[src/rtl/dc_svc_pkg.sv]
// Shared types and constants for the DC service-read responder.
// Service-word bit positions, FSM state encoding and the cjmp opcode.
package dc_svc_pkg;

    typedef enum logic [1:0] {
        ST_IDLE  = 2'd0,
        ST_DRIVE = 2'd1,
        ST_CLEAR = 2'd2
    } svc_state_e;

    localparam logic [4:0] CJMP_OP = 5'b00001;

    localparam int B_EVNT = 12;
    localparam int B_IRQ7 = 11;
    localparam int B_IRQ4 = 8;
    localparam int B_ACLO = 7;
    localparam int B_HALT = 5;
    localparam int B_CC   = 4;
    localparam int B_MMU  = 3;
    localparam int B_PAR  = 2;
    localparam int B_TMO  = 1;
    localparam int B_DCLO = 0;

endpackage

[src/rtl/dc_svc_ltc.sv]
// Line-clock prescaler: counts 0..LTC_DIV-1 and pulses tick on the
// wrap cycle. Only instantiated when DC_SVC_LTC_EN is defined.
module dc_svc_ltc #(
    parameter logic [15:0] LTC_DIV = 16'd1000
) (
    input  logic clk,
    input  logic rst,
    output logic tick
);

    logic [15:0] cnt_q, cnt_d;

    assign tick = (cnt_q == LTC_DIV - 16'd1);

    always_comb begin
        cnt_d = tick ? 16'd0 : cnt_q + 16'd1;
    end

    always_ff @(posedge clk) begin
        if (rst) cnt_q <= 16'd0;
        else     cnt_q <= cnt_d;
    end

endmodule

[src/rtl/dc_svc_rsp.sv]
// Service-read responder and conditional-jump M11 driver for the MIB.
// Define DC_SVC_LTC_EN to enable the line-clock event prescaler.
module dc_svc_rsp
    import dc_svc_pkg::*;
#(
    parameter logic [15:0] LTC_DIV = 16'd1000
) (
    input  logic        clk,
    input  logic        rst,
    input  logic [15:0] mib_in,
    input  logic        mib_vld,
    input  logic        cond,
    output logic        m11_out,
    output logic        m11_oe,
    input  logic [3:0]  irq,
    input  logic        halt_req,
    input  logic        bus_tmo,
    input  logic        aclo_n,
    input  logic        dclo_n,
    input  logic        par_err_n,
    input  logic        mmu_abt_n,
    input  logic        cc_err_n,
    output logic [15:0] ad_out,
    output logic        ad_oe,
    output logic        evnt_pend
);

    svc_state_e  state_q, state_d;
    logic [15:0] word_q, word_d;
    logic        halt_q, halt_d;
    logic        tmo_q, tmo_d;
    logic        evnt_q, evnt_d;
    logic        m11_oe_q, m11_out_q;
    logic        svc_rd, cjmp, ltc_tick, clr;
    logic        mib_unused;

    assign svc_rd = mib_vld & ~mib_in[13] & ~mib_in[6] & ~mib_in[5];
    assign cjmp   = mib_vld & (mib_in[15:11] == CJMP_OP);
    assign mib_unused = ^{mib_in[10:7], mib_in[4:0]};

`ifdef DC_SVC_LTC_EN
    dc_svc_ltc #(
        .LTC_DIV (LTC_DIV)
    ) u_ltc (
        .clk  (clk),
        .rst  (rst),
        .tick (ltc_tick)
    );
`else
    logic ltc_unused;
    assign ltc_unused = ^LTC_DIV;
    assign ltc_tick   = 1'b0;
`endif

    always_comb begin
        state_d = state_q;
        word_d  = word_q;
        clr     = (state_q == ST_CLEAR);
        // A source asserting in the clear cycle re-sets its latch.
        halt_d  = (halt_q & ~(clr & word_q[B_HALT])) | halt_req;
        tmo_d   = (tmo_q  & ~(clr & word_q[B_TMO]))  | bus_tmo;
        evnt_d  = (evnt_q & ~(clr & word_q[B_EVNT])) | ltc_tick;
        unique case (state_q)
            ST_IDLE: begin
                if (svc_rd) begin
                    state_d                = ST_DRIVE;
                    word_d                 = 16'h0000;
                    word_d[B_EVNT]         = evnt_q;
                    word_d[B_IRQ7:B_IRQ4]  = {irq[0], irq[1], irq[2], irq[3]};
                    word_d[B_ACLO]         = aclo_n;
                    word_d[B_HALT]         = halt_q;
                    word_d[B_CC]           = cc_err_n;
                    word_d[B_MMU]          = mmu_abt_n;
                    word_d[B_PAR]          = par_err_n;
                    word_d[B_TMO]          = tmo_q;
                    word_d[B_DCLO]         = dclo_n;
                end
            end
            ST_DRIVE: state_d = ST_CLEAR;
            ST_CLEAR: state_d = ST_IDLE;
            default:  state_d = ST_IDLE;
        endcase
    end

    always_ff @(posedge clk) begin
        if (rst) begin
            state_q   <= ST_IDLE;
            word_q    <= 16'h0000;
            halt_q    <= 1'b0;
            tmo_q     <= 1'b0;
            evnt_q    <= 1'b0;
            m11_oe_q  <= 1'b0;
            m11_out_q <= 1'b0;
        end else begin
            state_q   <= state_d;
            word_q    <= word_d;
            halt_q    <= halt_d;
            tmo_q     <= tmo_d;
            evnt_q    <= evnt_d;
            m11_oe_q  <= cjmp;
            m11_out_q <= cjmp & ~cond;
        end
    end

    assign ad_oe     = (state_q == ST_DRIVE);
    assign ad_out    = ad_oe ? word_q : 16'h0000;
    assign m11_oe    = m11_oe_q;
    assign m11_out   = m11_out_q;
    assign evnt_pend = evnt_q;

endmodule

[config.mk]
export PLATFORM = sky130hd
export DESIGN_NAME = dc_svc_rsp
export DESIGN_NICKNAME = d
export VERILOG_FILES = /design/src/rtl/dc_svc_pkg.sv /design/src/rtl/dc_svc_ltc.sv /design/src/rtl/dc_svc_rsp.sv
export SDC_FILE = /design/constraint.sdc
export NUM_CORES = 1
export LEC_CHECK = 0
export BUFFER_PORTS_ARGS = -buffer_cell sky130_fd_sc_hd__clkbuf_2
export CORE_UTILIZATION = 46
export DETAILED_ROUTE_END_ITERATION = 12
export PLACE_DENSITY = 0.82
export SYNTH_ARGS = -nofsm -noshare
export SYNTH_HDL_FRONTEND = slang
export SYNTH_SLANG_ARGS = --single-unit
[constraint.sdc]
create_clock -name clk -period 2.7 [get_ports clk]
set_input_delay 0.54 -clock clk [delete_from_list [all_inputs] [get_ports clk]]
set_output_delay 0.54 -clock clk [all_outputs]
set_load 0.01 [all_outputs]
==> results of run 1 <==
## power by group through the flow
stage          clock, mW  sequential [mW]  combinational [mW]
2_1_floorplan          0            0.295              0.0431
3_3_place_gp           0            0.296              0.0542
3_5_place_dp           0            0.296              0.0549
4_1_cts            0.148            0.290              0.0551
5_1_grt            0.155            0.291              0.0612
6_report           0.148            0.290              0.0553
## registers in the layout (all words and copies together), names as in the netlist
| signal | cells |
|---|---|
| evnt_pend | 1 |
| halt_q | 1 |
| m11_oe | 1 |
| m11_out | 1 |
| state_q | 2 |
| tmo_q | 1 |
| word_q | 12 |
## metal layers
layer | routed length, um | vias up | track usage, %
li1 | - | 408 | -
met1 | 771 | 382 | 22.41
met2 | 907 | 36 | 30.56
met3 | 130 | 4 | 2.308
met4 | 19 | 0 | 5.143
met5 | 0 | - | 0
## final cells by class
class / count / area [um^2] / share of cell area, %
sequential: 19 / 380.4 / 34.39
multi-input combinational: 70 / 470.5 / 42.53
timing repair buffer: 38 / 192.7 / 17.42
tap: 25 / 31.28 / 2.828
inverter: 1 / 3.754 / 0.3394
clock inverter: 1 / 5.005 / 0.4525
clock buffer: 3 / 22.52 / 2.036
## cell usage after synthesis
library cell / n / area (um^2)
sky130_fd_sc_hd__buf_4: 5 / 37.54
sky130_fd_sc_hd__nand4b_1: 11 / 96.34
sky130_fd_sc_hd__clkbuf_4: 1 / 7.510
sky130_fd_sc_hd__inv_1: 1 / 3.750
sky130_fd_sc_hd__nor2b_1: 1 / 6.260
sky130_fd_sc_hd__o21ai_0: 2 / 10.01
sky130_fd_sc_hd__or2b_4: 1 / 11.26
sky130_fd_sc_hd__nand3b_1: 2 / 15.01
sky130_fd_sc_hd__a31oi_1: 1 / 6.260
sky130_fd_sc_hd__o21ai_2: 10 / 87.58
sky130_fd_sc_hd__or4b_1: 1 / 10.01
sky130_fd_sc_hd__nor3_1: 2 / 10.01
sky130_fd_sc_hd__or4_4: 1 / 11.26
sky130_fd_sc_hd__nor4_2: 1 / 12.51
sky130_fd_sc_hd__clkbuf_1: 2 / 7.510
sky130_fd_sc_hd__o21ai_1: 1 / 5.000
sky130_fd_sc_hd__nor2_1: 4 / 15.01
sky130_fd_sc_hd__buf_6: 3 / 33.78
sky130_fd_sc_hd__and2_1: 12 / 75.07
sky130_fd_sc_hd__nor4_1: 1 / 6.260
sky130_fd_sc_hd__nand2b_1: 2 / 12.51
sky130_fd_sc_hd__dfxtp_1: 19 / 380.4
sky130_fd_sc_hd__buf_2: 1 / 5.000
sky130_fd_sc_hd__conb_1: 1 / 3.750
sky130_fd_sc_hd__a21oi_1: 13 / 65.06
## cell families after synthesis
group           count (synthesis)
buf+inv                        13
compound gates                 27
other cells                     1
simple gates                   39
flops                          19
## how the worst max path moves through the flow
stage,end,from,slack [ns],cells past startpoint
after global placement,ad_out[10],state_q[0],0.80,4
after detailed placement,ad_out[10],state_q[0],0.81,4
final,ad_out[10],state_q[0],0.49,4
after global routing,ad_out[12],state_q[0],0.32,4
after CTS,ad_out[10],state_q[0],0.47,4
after floorplan,ad_out[0],state_q[0],1.09,4
## critical path: cells and delay by family (launching register included)
family                 cells  cell delay, ns
flip-flops                 1            0.41
AND/OR/NAND/NOR            2            0.75
buffers and inverters      2            0.22
==> out/results.md, run 1 <==
| Stage | Quantity | This run |
|:---|:---|:---|
| outcome | Status | complete, no violations |
| sta | Final hold violation count | 0 |
| hold path | Startpoint of the tightest hold check path | cond |
| place | IO Port Bufs | 37 |
| synth | Xor/xnor cell area share of the yosys netlist | 0% |
| final layout | Final #Nets | 164 |
| clock tree | Postcts setup bufs | 0 |
| detailed routing | DRT antenna net count | 0 |
| clock tree | Inserted Clock Buffers | 3 |
| setup path | Depth of the worst register-to-register path | 3 |
| sta | Worst slew pin tran | 0.6530 ns |
| final layout | Non-Filler Cell Area, Final | 1106 um^2 |
| setup path | Category of the critical setup timing path | reg -> out |
| clock tree | Clock-pin slew reported for the worst setup and hold paths after clock tree synthesis | 0.10 ns |
| detailed routing | Total DRC errors in the routed layout | 0 |
| clock tree | Number of buffers inserted for hold repair after clock tree synthesis | 0 |
| setup path | Worst reg2reg path endpoint | word_q[9] |
| sta | Final setup skew | 0.01320 ns |
| sta | Upper clock frequency limit | 452.2 MHz |
| floorplanning | DIE WIDTH | 47.08 um |
| run | Max capacitance violation total | 0 |
| pwr | Combinational fraction of design power | 11.2% |
| clock tree | Clock latency on the worst-skew pair | 0.30 ns |
| pwr | Cell area power density | 445.5 nW/um^2 |
| pwr | Share of power burned in registers | 58.8% |
| clock tree | Clock tree from TritonCTS | built |
| detailed routing | Number of vias after detailed routing | 830 |
| pwr | Clock network fraction of design power | 30.0% |
| synth | Synth Area in Compound Gates | 18.61% |
| clock tree | Number of buffers between clock root and the deepest sink | 2 |
| synth | Number of cells produced by synthesis | 99 |
| synth | Fraction of synthesized area in multiplexers | 0% |
| final layout | Final-layout fill cell count | 173 |
| pwr | Final Total Pwr | 0.4927 mW |
| floorplanning | Total die area | 2216 um^2 |
| global routing | Number of global-route vias before repair | 641 |
| clock tree | H-tree Lvls | 1 |
| setup path | Worst endpoint data arrival time | 1.67 ns |
| sta | Fin Hold WS | 0.3927 ns |
| setup path | Setup slack of the most critical reg-to-reg path | 1.25 ns |
| synth | Simple-gate share of the synthesized area | 30.12% |
| sta | Max-slew headroom | 56.30% |
| setup path | Max stage delay cell, worst path | sky130_fd_sc_hd__nor2_1 |
| pwr | P_leak | 0.4565 nW |
| setup path | Kind of capture point of the worst setup path | primary output |
| floorplanning | Initial Util | 51.34% |
| hold path | Cells on Worst Hold Path | 2 |
| pwr | Worst-case vdd ir drop | 0.2703 mV |
| final layout | Core utilization of the finished layout | 60.76% |
| setup path | Startpoint type of the worst setup path | flop |
| place | Final GP Congestion | 0.6648 |
| detailed routing | Detailed-route vias per instance | 5.287 |
| clock tree | Clock sink count | 19 |
| place | Post-placement setup slack | 0.8125 ns |
| final layout | Final Instance Count excl. Fillers | 157 |
| sta | Final worst-path setup slack | 0.4888 ns |
| clock tree | Resized cells post-CTS | 0 |
| setup path | Crit Reg-Reg Startpoint | state_q[1] |
| synth | Post-Syn Area | 934.6 um^2 |
| synth | Distinct cells, synth | 25 |
| sta | Period utilisation layout | 81.90% |
| sta | Final Slew Violations | 0 |
| detailed routing | WL final | 1829 um |
| setup path | Worst Path Max Fanout | 13 |
| sta | RSZ-0062 raised after global routing | no |
| global routing | Tot GR Track Use | 17.47% |
| setup path | CP Cell Sequence | inv_1 > nor2_1 > and2_1 > clkbuf_2 |
| final layout | Number of inserted diodes | 0 |
| detailed routing | Starting DRC count in detailed routing | 25 |
| sta | Aggregate negative setup slack | 0 ns |
| synth | Combinational family with the most area after synthesis | simple AND/OR/NAND/NOR gates |
| place | Area after detailed placement | 1079 um^2 |
| pwr | Internal power summed over all cells | 0.3644 mW |
| global routing | Overflow left after global routing | 0 |
| floorplanning | Number of top-level pins | 51 |
| setup path | Data required time of the critical path | 2.16 ns |
| floorplanning | Vertical die dimension | 47.08 um |
| global routing | Maximum number of pins on one net before global-route repair | 20 |
| global routing | Initial antenna violation count | 0 |
| floorplanning | Count of standard-cell rows | 15 |
| hold path | Worst Hold Endpoint | m11_out |
| final layout | Commonest cells after routing, fill and taps aside | sky130_fd_sc_hd__clkbuf_2, sky130_fd_sc_hd__dfxtp_1, sky130_fd_sc_hd__a21oi_1, sky130_fd_sc_hd__and2_1, sky130_fd_sc_hd__nand4b_1 |
| hold path | Hold crit path type | in -> reg |
| setup path | Delay contributed by the slowest stage of the critical path | 0.53 ns |
| place | Placed wire-length estimate after detailed placement | 1301 um |
| sta | Final Setup Violations | 0 |
| synth | Share of the yosys chip area belonging to registers | 40.70% |
| synth | Post-synthesis adder-cell area fraction | 0% |
| sta | Tmin final | 2.211 ns |
| synth | Number of synthesis warnings | 0 |
| global routing | Wire length of the first global-routing pass | 2760 um |
| detailed routing | First drt pass iteration count | 4 |
| final layout | Most common cell after layout, fill and taps aside | sky130_fd_sc_hd__clkbuf_2 |
| final layout | Area added between synthesis and finish | 18.34% |
| floorplanning | Core region area | 1821 um^2 |
| synth | Register bit total from synthesis | 19 |
| detailed routing | Wire per inst | 11.65 um |
| final layout | Share of layout cells above drive strength 1 | 41.67% |
| synth | Average cell area after synthesis | 9.441 um^2 |
| pwr | Share of total power consumed by net switching | 26.04% |
| pwr | Net switching power | 0.1283 mW |
| place | Number of placed cells counting well taps | 153 |
| clock tree | Clk Tree Root Cell | sky130_fd_sc_hd__clkbuf_4 |
No activity file was read; power rests on OpenSTA's default activity.
==> run 2, diff against run 1 <==
CORE_UTILIZATION = 39   (was 46)
PLACE_DENSITY = 0.74   (was 0.82)
clock period = 1.8 ns   (was 2.7 ns; I/O delays follow)
==> run 2 against run 1 <==
Compared with the run above:
- worst hold slack got worse by 0.18 ns
- setup slack worse by 0.36 ns
- wire length increased by 7.9%
- critical path type unchanged
- sequential share of layout area decreased by 0.69 points
- largest cell class unchanged
==> out/results.md, run 2 (synthesis gave the netlist of run 1 again) <==
| Stage | Quantity | This run |
|:---|:---|:---|
| outcome | Status | complete, no violations |
| sta | Period utilisation layout | 92.82% |
| detailed routing | DRT antenna net count | 0 |
| hold path | Startpoint of the tightest hold check path | cond |
| floorplanning | Number of top-level pins | 51 |
| sta | Aggregate negative setup slack | 0 ns |
| floorplanning | Count of standard-cell rows | 17 |
| sta | Final Slew Violations | 0 |
| final layout | Area added between synthesis and finish | 21.15% |
| hold path | Cells on Worst Hold Path | 2 |
| clock tree | H-tree Lvls | 1 |
| run | Max capacitance violation total | 0 |
| setup path | Data required time of the critical path | 1.44 ns |
| hold path | Hold crit path type | in -> reg |
| sta | RSZ-0062 raised after global routing | no |
| global routing | Wire length of the first global-routing pass | 3091 um |
| clock tree | Number of buffers between clock root and the deepest sink | 2 |
| clock tree | Number of buffers inserted for hold repair after clock tree synthesis | 0 |
| place | Post-placement setup slack | 0.3207 ns |
| clock tree | Clock tree from TritonCTS | built |
| sta | Fin Hold WS | 0.2139 ns |
| clock tree | Clock sink count | 19 |
| final layout | Registers with the most flip-flops | word_q: 12 flops, state_q: 2 flops |
| clock tree | Clk Tree Root Cell | sky130_fd_sc_hd__clkbuf_4 |
| detailed routing | Total DRC errors in the routed layout | 0 |
| final layout | Core utilization of the finished layout | 50.70% |
| detailed routing | WL final | 1974 um |
| floorplanning | Core region area | 2233 um^2 |
| place | Final GP Congestion | 0.6991 |
| setup path | Setup slack of the most critical reg-to-reg path | 0.34 ns |
| global routing | Number of global-route vias before repair | 720 |
| setup path | Worst endpoint data arrival time | 1.31 ns |
| pwr | Worst-case vdd ir drop | 0.4590 mV |
| detailed routing | Starting DRC count in detailed routing | 14 |
| setup path | Worst reg2reg path endpoint | word_q[9] |
| global routing | Maximum number of pins on one net before global-route repair | 20 |
| setup path | Category of the critical setup timing path | reg -> out |
| clock tree | Clock-pin slew reported for the worst setup and hold paths after clock tree synthesis | 0.11 ns |
| place | IO Port Bufs | 37 |
| setup path | Kind of capture point of the worst setup path | primary output |
| clock tree | Inserted Clock Buffers | 3 |
| clock tree | Clock latency on the worst-skew pair | 0.29 ns |
| detailed routing | Number of vias after detailed routing | 835 |
| setup path | CP Cell Sequence | nor2_1 > buf_4 > and2_1 > clkbuf_2 |
| setup path | Depth of the worst register-to-register path | 3 |
| detailed routing | Wire per inst | 12.11 um |
| pwr | Cell area power density | 647.1 nW/um^2 |
| setup path | Startpoint type of the worst setup path | flop |
| final layout | Flip-flop count of the largest register after layout | 12 |
| global routing | Tot GR Track Use | 15.97% |
| final layout | Top register by number of flip-flops | word_q |
| setup path | Worst Path Max Fanout | 8 |
| final layout | Number of inserted diodes | 0 |
| setup path | Delay contributed by the slowest stage of the critical path | 0.49 ns |
| place | Placed wire-length estimate after detailed placement | 1459 um |
| floorplanning | Initial Util | 41.85% |
| sta | Final hold violation count | 0 |
| setup path | Max stage delay cell, worst path | sky130_fd_sc_hd__dfxtp_1 |
| detailed routing | Detailed-route vias per instance | 5.123 |
| pwr | P_leak | 0.4699 nW |
| floorplanning | Total die area | 2596 um^2 |
| sta | Tmin final | 1.671 ns |
| sta | Upper clock frequency limit | 598.5 MHz |
| global routing | Initial antenna violation count | 0 |
| floorplanning | DIE WIDTH | 50.96 um |
| sta | Final setup skew | 0.003416 ns |
| detailed routing | First drt pass iteration count | 4 |
| pwr | Final Total Pwr | 0.7327 mW |
| final layout | Share of layout cells above drive strength 1 | 42.96% |
| hold path | Worst Hold Endpoint | m11_out |
| final layout | Most common cell after layout, fill and taps aside | sky130_fd_sc_hd__clkbuf_2 |
| floorplanning | Vertical die dimension | 50.96 um |
| final layout | Commonest cells after routing, fill and taps aside | sky130_fd_sc_hd__clkbuf_2, sky130_fd_sc_hd__dfxtp_1, sky130_fd_sc_hd__a21oi_1, sky130_fd_sc_hd__and2_1, sky130_fd_sc_hd__nand4b_1 |
| setup path | Crit Reg-Reg Startpoint | state_q[1] |
| final layout | Final #Nets | 167 |
| clock tree | Postcts setup bufs | 0 |
| sta | Final Setup Violations | 0 |
| global routing | Overflow left after global routing | 0 |
| sta | Final worst-path setup slack | 0.1292 ns |
run 2: through the flow:
step	std cells	instance area (um^2)
after detailed placement	159	1105
final	163	1132
after CTS	163	1131
after floorplan	102	945.9
after global placement	159	1105
after global routing	163	1132
run 2: worst max-delay path by stage:
stage / startpoint / end / slack (ns)
2_1_floorplan: state_q[0] / ad_out[0] / 0.37
3_3_place_gp: mib_in[6] / word_q[9] / 0.34
3_5_place_dp: mib_in[6] / word_q[9] / 0.32
4_1_cts: state_q[0] / ad_out[7] / 0.06
5_1_grt: state_q[0] / ad_out[7] / 0.02
6_report: state_q[1] / ad_out[7] / 0.13
run 2: final cells by class:
| class | count | area [um^2] |
|---|---|---|
| Clock buffer | 4 | 26.28 |
| Fill cell | 235 | 1101 |
| Inverter | 1 | 3.754 |
| Multi-Input combinational cell | 70 | 470.5 |
| Sequential cell | 19 | 381.6 |
| Tap cell | 28 | 35.03 |
| Timing Repair Buffer | 41 | 215.2 |
run 2: power by group:
part | switching (mW) | internal (mW)
clock network | 0.126 | 0.0861
registers | 0.00538 | 0.429
logic | 0.0494 | 0.0370
run 2: timing repair:
item | in CTS | in global routing
endpoints found under the setup margin | 0 | 8
hold endpoints to repair | 0 | 0
gates resized for setup | 0 | 1
run 2: worst max-delay path, delay by kind of cell, from the launching register on:
family                 cells  cell delay [ns]
DFF                        1             0.49
buffers and inverters      2             0.28
and+or+nand+nor            2             0.24
run 2: routing by layer:
metal,share of wire [%],vias to the layer above,track usage [%]
met5,0,-,0
met4,0.41,0,6.944
met3,5.8,2,2.976
met2,52,22,28.29
met1,42,394,18.46
li1,-,417,-
==> run 3, diff against run 2 <==
CTS_CLUSTER_DIAMETER = 200   (was not set)
PLACE_DENSITY = 0.82   (was 0.74)
==> run 3 against run 2 <==
Compared with the run above:
- global-route usage about the same
- worst hold slack improved by 0.00098 ns
- highest routed layer unchanged
- flip-flop and latch count is the same
- critical endpoint is now ad_out[12]
- clock-buffer cell count unchanged
- combinational power is 2.8% lower
- clock skew increased by 0.0050 ns
==> out/results.md, run 3 (synthesis gave the netlist of run 1 again) <==
| Stage | Quantity | This run |
|:---|:---|:---|
| detailed routing | Wire per inst | 12.40 um |
| clock tree | H-tree Lvls | 1 |
| detailed routing | WL final | 1997 um |
| final layout | Area added between synthesis and finish | 19.54% |
| place | Placed wire-length estimate after detailed placement | 1463 um |
| setup path | Worst endpoint data arrival time | 1.31 ns |
| sta | Final Slew Violations | 0 |
| sta | Aggregate negative setup slack | 0 ns |
| setup path | Delay contributed by the slowest stage of the critical path | 0.48 ns |
| global routing | Number of global-route vias before repair | 740 |
| floorplanning | Count of standard-cell rows | 17 |
| detailed routing | First drt pass iteration count | 4 |
| clock tree | Clock latency on the worst-skew pair | 0.29 ns |
| clock tree | Inserted Clock Buffers | 3 |
| hold path | Hold crit path type | in -> reg |
| setup path | Crit path buffers/inverters | 2 |
| sta | Period utilisation layout | 92.55% |
| floorplanning | Vertical die dimension | 50.96 um |
| setup path | Max stage delay cell, worst path | sky130_fd_sc_hd__dfxtp_1 |
| outcome | Status | complete, no violations |
| place | Final GP Congestion | 0.7150 |
| pwr | Worst-case vdd ir drop | 0.3722 mV |
| final layout | Number of inserted diodes | 0 |
| clock tree | Number of buffers inserted for hold repair after clock tree synthesis | 0 |
| floorplanning | Number of top-level pins | 51 |
| clock tree | Number of buffers between clock root and the deepest sink | 2 |
| setup path | Category of the critical setup timing path | reg -> out |
| setup path | Data required time of the critical path | 1.44 ns |
| final layout | Top register by number of flip-flops | word_q |
| clock tree | Clock tree from TritonCTS | built |
| floorplanning | Initial Util | 41.85% |
| sta | Tmin final | 1.666 ns |
| detailed routing | DRT antenna net count | 0 |
| run | Max capacitance violation total | 0 |
| sta | Final hold violation count | 0 |
| final layout | Share of layout cells above drive strength 1 | 42.11% |
| clock tree | Clk Tree Root Cell | sky130_fd_sc_hd__clkbuf_4 |
| setup path | Crit-path leading delay family | flip-flops |
| global routing | Tot GR Track Use | 16.01% |
| setup path | Worst Path Max Fanout | 13 |
| global routing | Wire length of the first global-routing pass | 3077 um |
| detailed routing | Number of vias after detailed routing | 833 |
| sta | Final Setup Violations | 0 |
| final layout | Flip-flop count of the largest register after layout | 12 |
| global routing | Initial antenna violation count | 0 |
| sta | RSZ-0062 raised after global routing | no |
| final layout | Final #Nets | 165 |
| clock tree | Clock-pin slew reported for the worst setup and hold paths after clock tree synthesis | 0.11 ns |
| pwr | Cell area power density | 650.6 nW/um^2 |
| final layout | Core utilization of the finished layout | 50.03% |
| setup path | CP Cell Sequence | nor2_1 > buf_4 > and2_1 > clkbuf_2 |
| final layout | Most common cell after layout, fill and taps aside | sky130_fd_sc_hd__clkbuf_2 |
| setup path | Kind of capture point of the worst setup path | primary output |
| pwr | P_leak | 0.4596 nW |
| detailed routing | Total DRC errors in the routed layout | 0 |
| global routing | Overflow left after global routing | 0 |
| floorplanning | DIE WIDTH | 50.96 um |
| floorplanning | Core region area | 2233 um^2 |
| sta | Upper clock frequency limit | 600.3 MHz |
| floorplanning | Total die area | 2596 um^2 |
| global routing | Maximum number of pins on one net before global-route repair | 20 |
| final layout | Commonest cells after routing, fill and taps aside | sky130_fd_sc_hd__clkbuf_2, sky130_fd_sc_hd__dfxtp_1, sky130_fd_sc_hd__a21oi_1, sky130_fd_sc_hd__and2_1, sky130_fd_sc_hd__nand4b_1 |
| clock tree | Clock sink count | 19 |
| place | IO Port Bufs | 37 |
| sta | Final setup skew | 0.008368 ns |
| final layout | Registers with the most flip-flops | word_q: 12 flops, state_q: 2 flops |
| detailed routing | Detailed-route vias per instance | 5.174 |
| setup path | Startpoint type of the worst setup path | flop |
| detailed routing | Starting DRC count in detailed routing | 10 |
[run 3: changes by cell type in the layout (fill, tap and decap cells not counted)]
cell                    delta
sky130_fd_sc_hd__buf_4     -2
[run 3: per-stage QoR]
step | setup WS (ns) | total power [mW] | area, um^2 | hold slack (ns) | cells
3_5_place_dp | 0.3236 | 0.5285 | 1090 | 0.4512 | 157
3_3_place_gp | 0.3410 | 0.5251 | 1090 | 0.4453 | 157
4_1_cts | 0.06057 | 0.7409 | 1116 | 0.2082 | 161
2_1_floorplan | 0.3739 | 0.5077 | 945.9 | 0.4292 | 102
5_1_grt | 0.05473 | 0.7602 | 1117 | 0.2170 | 161
6_report | 0.1341 | 0.7269 | 1117 | 0.2149 | 161
[run 3: routing by layer]
metal	wire length [um]	vias to the layer above	track usage, %
li1	-	414	-
met1	821	394	17.31
met2	1055	23	28.73
met3	103	2	3.571
met4	17	0	8.333
met5	0	-	0
[run 3: worst paths after layout]
kind / start / endpoint / slack, ns / cells past startpoint
max: state_q[1] / ad_out[12] / 0.13 / 4
min: cond / m11_out / 0.21 / 2
max reg2reg: state_q[1] / word_q[10] / 0.35 / 3
min reg2reg: word_q[3] / word_q[3] / 0.47 / 2
[run 3: layout make-up]
type	instances	area, um^2
fillers	228	1116
multi-input cells	70	470.5
flip-flops and latches	19	381.6
repair buffers	39	200.2
well taps	28	35.03
clock buffers	4	26.28
inverters	1	3.754
[run 3: what timing repair did]
action	CTS	global route
buffers inserted	0	0
gates resized for setup	0	1
endpoints found under the hold margin	0	0
setup endpoints to repair	0	9
[run 3: report_power, final]
| group | switching (mW) | internal, mW |
|---|---|---|
| Clock | 0.122 | 0.0860 |
| Sequential | 0.00534 | 0.429 |
| Combinational | 0.0489 | 0.0350 |
